[config.mk]
export PLATFORM = sky130hd
export DESIGN_NAME = transmit_receive
export DESIGN_NICKNAME = d
export VERILOG_FILES = /design/src/rtl/transmit_receive.sv
export SDC_FILE = /design/constraint.sdc
export NUM_CORES = 1
export LEC_CHECK = 0
export BUFFER_PORTS_ARGS = -buffer_cell sky130_fd_sc_hd__buf_2
export CORE_MARGIN = 2
export CORE_UTILIZATION = 51
export DETAILED_ROUTE_END_ITERATION = 16
export GPL_ROUTABILITY_DRIVEN = 0
export PLACE_DENSITY = 0.74
export SYNTH_ARGS = -nofsm -noshare
export SYNTH_HDL_FRONTEND = slang
export SYNTH_SLANG_ARGS = --single-unit
[constraint.sdc]
create_clock -name clk -period 1.9 [get_ports clk]
set_clock_uncertainty 0.05 [all_clocks]
set_input_delay 0.19 -clock clk [delete_from_list [all_inputs] [get_ports clk]]
set_output_delay 0.19 -clock clk [all_outputs]
set_load 0.01 [all_outputs]
[src/rtl/transmit_receive.sv]
// Bit-per-clock serial link: 8-bit even-parity framed transmitter plus matching receiver.
// Frame: start 0, data LSB first, parity (^data), stop 1.
module transmit_receive (
  input  logic       clk,
  input  logic       rst,
  input  logic       start,
  input  logic [7:0] data,
  output logic       tx,
  output logic       busy,
  input  logic       rx,
  output logic [7:0] out,
  output logic       par,
  output logic       valid,
  output logic       par_err,
  output logic       frame_err
);

  localparam int unsigned DW = 8;
  localparam int unsigned IW = 3;
  localparam logic [IW-1:0] LAST_IDX = IW'(DW - 1);

  typedef enum logic [2:0] {TX_IDLE, TX_START, TX_DATA, TX_PARITY, TX_STOP} tx_state_e;
  typedef enum logic [1:0] {RX_IDLE, RX_DATA, RX_PARITY, RX_STOP} rx_state_e;

  tx_state_e     tx_state, tx_next;
  logic [DW-1:0] tx_word;
  logic [IW-1:0] tx_idx, tx_idx_next;
  logic          tx_accept_c;
  logic          tx_d, busy_d;

  rx_state_e     rx_state, rx_next;
  logic [DW-1:0] rx_word;
  logic [IW-1:0] rx_idx, rx_idx_next;
  logic          rx_par;
  logic          valid_d, frame_err_d;

  // Transmitter state, captured word and registered line outputs
  always_ff @(posedge clk or negedge rst) begin
    if (!rst) begin
      tx_state <= TX_IDLE;
      tx_idx   <= '0;
      tx_word  <= '0;
      tx       <= 1'b1;
      busy     <= 1'b0;
    end else begin
      tx_state <= tx_next;
      tx_idx   <= tx_idx_next;
      tx       <= tx_d;
      busy     <= busy_d;
      if (tx_accept_c) tx_word <= data;
    end
  end

  // STOP may accept a new start directly so held start gives gap-free frames
  always_comb begin
    tx_next     = tx_state;
    tx_idx_next = tx_idx;
    tx_accept_c = 1'b0;
    case (tx_state)
      TX_IDLE: begin
        if (start) begin
          tx_next     = TX_START;
          tx_accept_c = 1'b1;
        end
      end
      TX_START: begin
        tx_next     = TX_DATA;
        tx_idx_next = '0;
      end
      TX_DATA: begin
        if (tx_idx == LAST_IDX) tx_next = TX_PARITY;
        else tx_idx_next = IW'(tx_idx + 1'b1);
      end
      TX_PARITY: tx_next = TX_STOP;
      TX_STOP: begin
        if (start) begin
          tx_next     = TX_START;
          tx_accept_c = 1'b1;
        end else begin
          tx_next = TX_IDLE;
        end
      end
      default: tx_next = TX_IDLE;
    endcase
  end

  // Line value for the state being entered, registered on the same edge
  always_comb begin
    tx_d   = 1'b1;
    busy_d = 1'b1;
    case (tx_next)
      TX_IDLE:   busy_d = 1'b0;
      TX_START:  tx_d = 1'b0;
      TX_DATA:   tx_d = tx_word[tx_idx_next];
      TX_PARITY: tx_d = ^tx_word;
      TX_STOP:   tx_d = 1'b1;
      default:   busy_d = 1'b0;
    endcase
  end

  // Receiver state, shift register and delivered word
  always_ff @(posedge clk or negedge rst) begin
    if (!rst) begin
      rx_state  <= RX_IDLE;
      rx_idx    <= '0;
      rx_word   <= '0;
      rx_par    <= 1'b0;
      out       <= '0;
      par       <= 1'b0;
      par_err   <= 1'b0;
      valid     <= 1'b0;
      frame_err <= 1'b0;
    end else begin
      rx_state  <= rx_next;
      rx_idx    <= rx_idx_next;
      valid     <= valid_d;
      frame_err <= frame_err_d;
      if (rx_state == RX_DATA) rx_word <= {rx, rx_word[DW-1:1]};
      if (rx_state == RX_PARITY) rx_par <= rx;
      if (valid_d) begin
        out     <= rx_word;
        par     <= rx_par;
        par_err <= rx_par ^ (^rx_word);
      end
    end
  end

  always_comb begin
    rx_next     = rx_state;
    rx_idx_next = rx_idx;
    case (rx_state)
      RX_IDLE: begin
        if (!rx) begin
          rx_next     = RX_DATA;
          rx_idx_next = '0;
        end
      end
      RX_DATA: begin
        if (rx_idx == LAST_IDX) rx_next = RX_PARITY;
        else rx_idx_next = IW'(rx_idx + 1'b1);
      end
      RX_PARITY: rx_next = RX_STOP;
      RX_STOP:   rx_next = RX_IDLE;
      default:   rx_next = RX_IDLE;
    endcase
  end

  // Stop bit decides between delivering the word and flagging a framing error
  always_comb begin
    valid_d     = 1'b0;
    frame_err_d = 1'b0;
    if (rx_state == RX_STOP) begin
      valid_d     = rx;
      frame_err_d = ~rx;
    end
  end

endmodule

# After elaboration in Yosys (flattened, before gate mapping)
# Index checks and enable logic that the tools add are counted.
# Widths: inputs -> output; s select.
[totals]
ff_bits = 42
inputBits = 12
out_inout_bits = 14
word_cells = 64
[classes]
addsub = 2
order_cmp = 1
eq_ne = 16
n_mux = 20
bitwise_logic = 2
n_reduce_logical = 9
[ops]
columns = ["op", "n"]
rows = [
  ["$reduce_xor 8->1", 2],
  ["$mux 3", 5],
  ["$pmux 3 s5", 1],
  ["$eq 3x2->1 const B", 4],
  ["$eq 3x3->1 const B", 4],
  ["$pmux 3 s2", 2],
  ["$pmux 2 s4", 1],
  ["$mux 1", 7],
  ["$add 3x1->3 const B", 2],
  ["$eq 3x1->1 const B", 2],
  ["$eq 2x2->1 const B", 2],
  ["$lt 3x4->1 const B", 1],
  ["$mux 2", 2],
  ["$ne 2x2->1 const B", 2],
  ["$reduce_or 4->1", 1],
  ["$bmux 1 s3", 1],
  ["$logic_not 3->1", 1],
  ["$pmux 1 s3", 1],
  ["$reduce_and 3->1", 1],
  ["$eq 2x1->1 const B", 1],
  ["$logic_not 2->1", 1],
  ["$ne 2x1->1 const B", 1],
  ["$reduce_and 2->1", 1],
  ["$reduce_bool 2->1", 1],
  ["3 further kinds", 3],
]

# Depth between registers and ports, before layout
[logic_depth]
ltp_word = 6
depth_mapped = 9
ltp_nobuf = 8

# Worst setup path before layout
# No wires, ideal clock.
[synth_timing]
kind = "register -> register"
from = "reg tx_idx[0]"
to = "reg tx"
arrival_ps = 1882
slack_ps = -109
path_stages_with_launch = 9
n_path_buf = 1
period_less_slack_ps = 2009
cell_sequence = "dfrtp_1 -> ha_1 -> a211oi_1 -> nand3_1 -> and3_4 -> buf_6 -> a2111oi_0 -> a311oi_1 -> a21o_1"
[synth_via]
elab_chain_len = 6
[synth_lines]
columns = ["element", "line", "rtl"]
rows = [
  ["start, declared", "27", "logic [IW-1:0] tx_idx, tx_idx_next;"],
  ["start signal, assigned", "47", "tx_idx <= tx_idx_next;"],
  ["$add 3x1->3 or $eq 3x3->1 (tied branches)", "72, 71", ""],
  ["$mux 3", "71", "if (tx_idx == LAST_IDX) tx_next = TX_PARITY;"],
  ["$pmux 3 s2", "59", "case (tx_state)"],
  ["$bmux 1 s3", "94", "TX_DATA: tx_d = tx_word[tx_idx_next];"],
  ["$mux 1 (not written as such)", "94", ""],
  ["$pmux 1 s3 (*)", "91", "case (tx_next)"],
  ["net tx_d", "29", "logic tx_d, busy_d;"],
  ["end signal, assigned", "48", "tx <= tx_d;"],
  ["end, declared", "8", "output logic tx,"],
]
# The timed path passes the listed nets; every way through them passes the cells marked *. The select of a mux whose other input is x is not followed.
# A chain may end at the register's enable or synchronous reset.

# Worst setup path in the final report
[layout_timing]
from = "reg tx_idx[1]"
to = "reg tx"
# The elaborated chain is that of the path after synthesis.

==> insert_results.sql <==
INSERT INTO impl_metrics (metric_group, metric, value, unit) VALUES
('outcome', 'outcome', 'finished with violations', ''),
('outcome', 'violations_in_the_final_reports', 'setup timing', ''),
('sta', 'fin_ws', '-19.43', 'ps'),
('logic_synthesis', 'netlist_area', '2006', 'µm²'),
('sta', 'maxClockFrequency', '0.5210', 'GHz'),
('sta', 'rsz0062_at_grt', 'yes', ''),
('final_layout', 'area_growth', '21.33', '%'),
('die', 'fp-row-count', '22', ''),
('route', 'post_drt_wl_per_cell', '14.37', 'µm'),
('logic_synthesis', 'synth-warning-count', '0', ''),
('final_layout', 'finish.instance_area', '2434', 'µm²'),
('run', 'cap_violations', '0', ''),
('logic_synthesis', 'synth.distinct_cells', '34', ''),
('final_layout', 'layout-drive-gt1-share', '0.3793', ''),
('route', 'vias_per_cell', '5.414', ''),
('worst_setup_path', 'critical_path_rt', '2080', 'ps'),
('final_layout', 'num_antenna_cells', '0', ''),
('sta', 'setup_viol_count_final', '1', ''),
('die', 'pin_count', '26', ''),
('die', 'dieWidth', '66.71', 'µm'),
('worst_setup_path', 'cp_num_buf_inv', '0', ''),
('worst_setup_path', 'cp_max_fo', '5', ''),
('final_layout', 'final_cell_mix', '41 x sky130_fd_sc_hd__dfrtp_1, 25 x sky130_fd_sc_hd__mux2_2, 25 x sky130_fd_sc_hd__buf_2, 14 x sky130_fd_sc_hd__xnor2_1, 10 x sky130_fd_sc_hd__nand2_1', ''),
('sta', 'hold_violations', '0', ''),
('route', 'drcViolationCount', '0', ''),
('sta', 'tightest_slew', '492.0', 'ps'),
('grt', 'grt_pass1_vias', '1375', ''),
('worst_setup_path', 'crit_path_max_incr_delay', '420', 'ps'),
('grt', 'global_route_wire_length_before_repair', '6237', 'µm'),
('logic_synthesis', 'synthCells', '166', ''),
('die', 'floorplan.initialDensity', '0.5397', ''),
('pwr', 'ir_drop', '0.001145', 'V'),
('sta', 'relSlewSlack', '0.6720', ''),
('clocking', 'cts_tree', 'yes', ''),
('placed_design', 'post-place-ws', '-33.23', 'ps'),
('logic_synthesis', 'ys_seq_elements', '42', ''),
('sta', 'layout_min_cycle_time', '1919', 'ps'),
('die', 'die_h', '66.71', 'µm'),
('final_layout', 'layout_commonest_cell', 'sky130_fd_sc_hd__dfrtp_1', ''),
('logic_synthesis', 'synth_area_leaders', 'sky130_fd_sc_hd__dfrtp_1 51%, sky130_fd_sc_hd__mux2_2 14%, sky130_fd_sc_hd__xnor2_1 6.1%, sky130_fd_sc_hd__ha_1 5.0%, sky130_fd_sc_hd__o21ai_0 2.0%', ''),
('sta', 'total_neg_setup_slack', '-19.43', 'ps'),
('clocking', 'clk_pin_slew', '70', 'ps'),
('grt', 'grt-ovfl-total', '0', ''),
('pwr', 'pwr_density_cell', '2025', 'nW/µm²'),
('worst_setup_path', 'timing.critical_path.to_type', 'register', ''),
('logic_synthesis', 'synth_seq_area_share', '0.5246', ''),
('logic_synthesis', 'avgSynthCellArea', '12.08', 'µm²'),
('pwr', 'leakage', '1.106', 'nW'),
('die', 'die_area', '4450', 'µm²'),
('route', 'dr.first_iter.drc_count', '24', ''),
('placed_design', 'detailed_place.area', '2256', 'µm²'),
('final_layout', 'layout.core_utilization', '0.6549', ''),
('route', 'dr.pass1.iters', '4', ''),
('clocking', 'cts.root.buffer_cell', 'sky130_fd_sc_hd__clkbuf_8', ''),
('clocking', 'h-tree-depth', '2', ''),
('worst_setup_path', 'critical_path.startpoint_type', 'register', ''),
('grt', 'number_of_antenna_violations_at_the_first_check_in_global_routing', '0', ''),
('sta', 'timing.final.crit_share', '1.010', ''),
('route', 'route.final.wire_length', '3607', 'µm'),
('grt', 'grt_util_all_layers', '0.1927', ''),
('placed_design', 'place.detailed.hpwl', '2610', 'µm'),
('route', 'via_count', '1359', ''),
('logic_synthesis', 'synthesized_netlist_net_count', '186', ''),
('logic_synthesis', 'post-synth-top-area-fraction', '0.5115', ''),
('route', 'ant_nets', '0', ''),
('worst_setup_path', 'setup.worst_path.class', 'register to register', ''),
('clocking', 'clkLatencyLatePin', '300', 'ps'),
('sta', 'min_hold_slack', '68.69', 'ps'),
('logic_synthesis', 'synthDominantAreaCellType', 'sky130_fd_sc_hd__dfrtp_1', ''),
('placed_design', 'placement.io_buffers', '25', ''),
('sta', 'finalMaxSlewViolations', '0', '');
-- synthesized netlist by cell type (all sizes together) --
library cell	instances
xnor2	14
o21ai	9
xor2	2
clkbuf	4
a31o	1
buf	2
nand2	10
a31oi	3
dfrtp	41
dfstp	1
nand3	4
mux2	25
nand2b	1
a2111oi	2
a311oi	1
and2	1
a211oi	1
inv	11
a21o	1
and3	2
a21oi	7
or3	1
mux2i	3
a22oi	3
nor2b	3
nor2	2
ha	8
o221ai	1
nor3	1
a221o	1
-- kinds of logic after synthesis --
logic type,share of synthesized area
AO/OA/AOI/OAI,0.09483
XOR/XNOR,0.06987
adder cells (fa/ha/maj),0.04991
buffers and inverters,0.03930
flip-flops,0.5246
multiplexers,0.1553
AND/OR/NAND/NOR,0.06613
-- tightest hold or removal path, cell delays in order --
cell and delay, ps:
sky130_fd_sc_hd__buf_2 70, sky130_fd_sc_hd__nand2_1 40, sky130_fd_sc_hd__o21ai_0 70
-- layout make-up --
type                            count  area, µm²
Tap cell                           48      60.06
Clock inverter                      1      30.03
Clock buffer                        7      86.33
Multi-Input combinational cell    107      948.4
Timing Repair Buffer               35      215.2
Fill cell                         298       1282
Sequential cell                    42       1052
Inverter                           11      41.29
-- sequential cells by signal, summed over array words and instances, names as in the netlist, 2 cells and up --
name      count
out           8
rx_word       8
tx_word       8
rx_idx        3
tx_idx        3
tx_state      3
rx_state      2
-- final timing paths --
| kind | start | end | slack [ps] | cells after the start |
|---|---|---|---|---|
| min in group asynchronous | rst | tx_state[1] | 350 | 2 |
| worst max-delay path | tx_idx[1] | tx | -20 | 7 |
| max in group asynchronous | rst | out[0] | 970 | 3 |
| worst max register to register | tx_idx[1] | tx | -20 | 7 |
| worst min register to register | par_err | par_err | 440 | 2 |
| worst min-delay path | data[3] | tx_word[3] | 70 | 3 |
-- report_power, final --
group / internal, mW / switching (mW) / total [mW] / leakage, nW
logic: 1.34 / 1.14 / 2.48 / 0.542
registers: 1.34 / 0.388 / 1.73 / 0.506
clock network: 0.428 / 0.285 / 0.713 / 0.0585
-- layer usage --
metal  routed length (µm)  vias to the layer above  global-route usage
met3                  138                        6             0.06081
met5                    0                        -                   0
met1                 1512                      680              0.2156
met2                 1897                       23              0.3425
li1                     -                      650                   -
met4                   58                        0             0.06888
-- through the flow --
step / power [mW] / std cells
after floorplan: 3.575 / 166
after global placement: 4.009 / 239
after detailed placement: 4.136 / 239
after CTS: 4.972 / 251
after global routing: 5.332 / 251
final: 4.929 / 251
-- repair_timing --
| action | in CTS | in global routing |
|---|---|---|
| hold endpoints to repair | 19 | 0 |
| hold buffers | 1 | 0 |
| endpoints found under the setup margin | 1 | 1 |
| gates resized for setup | 4 | 0 |
| pin swaps | 3 | 1 |
| setup buffers | 3 | 0 |
No activity file was read; power rests on OpenSTA's default activity.
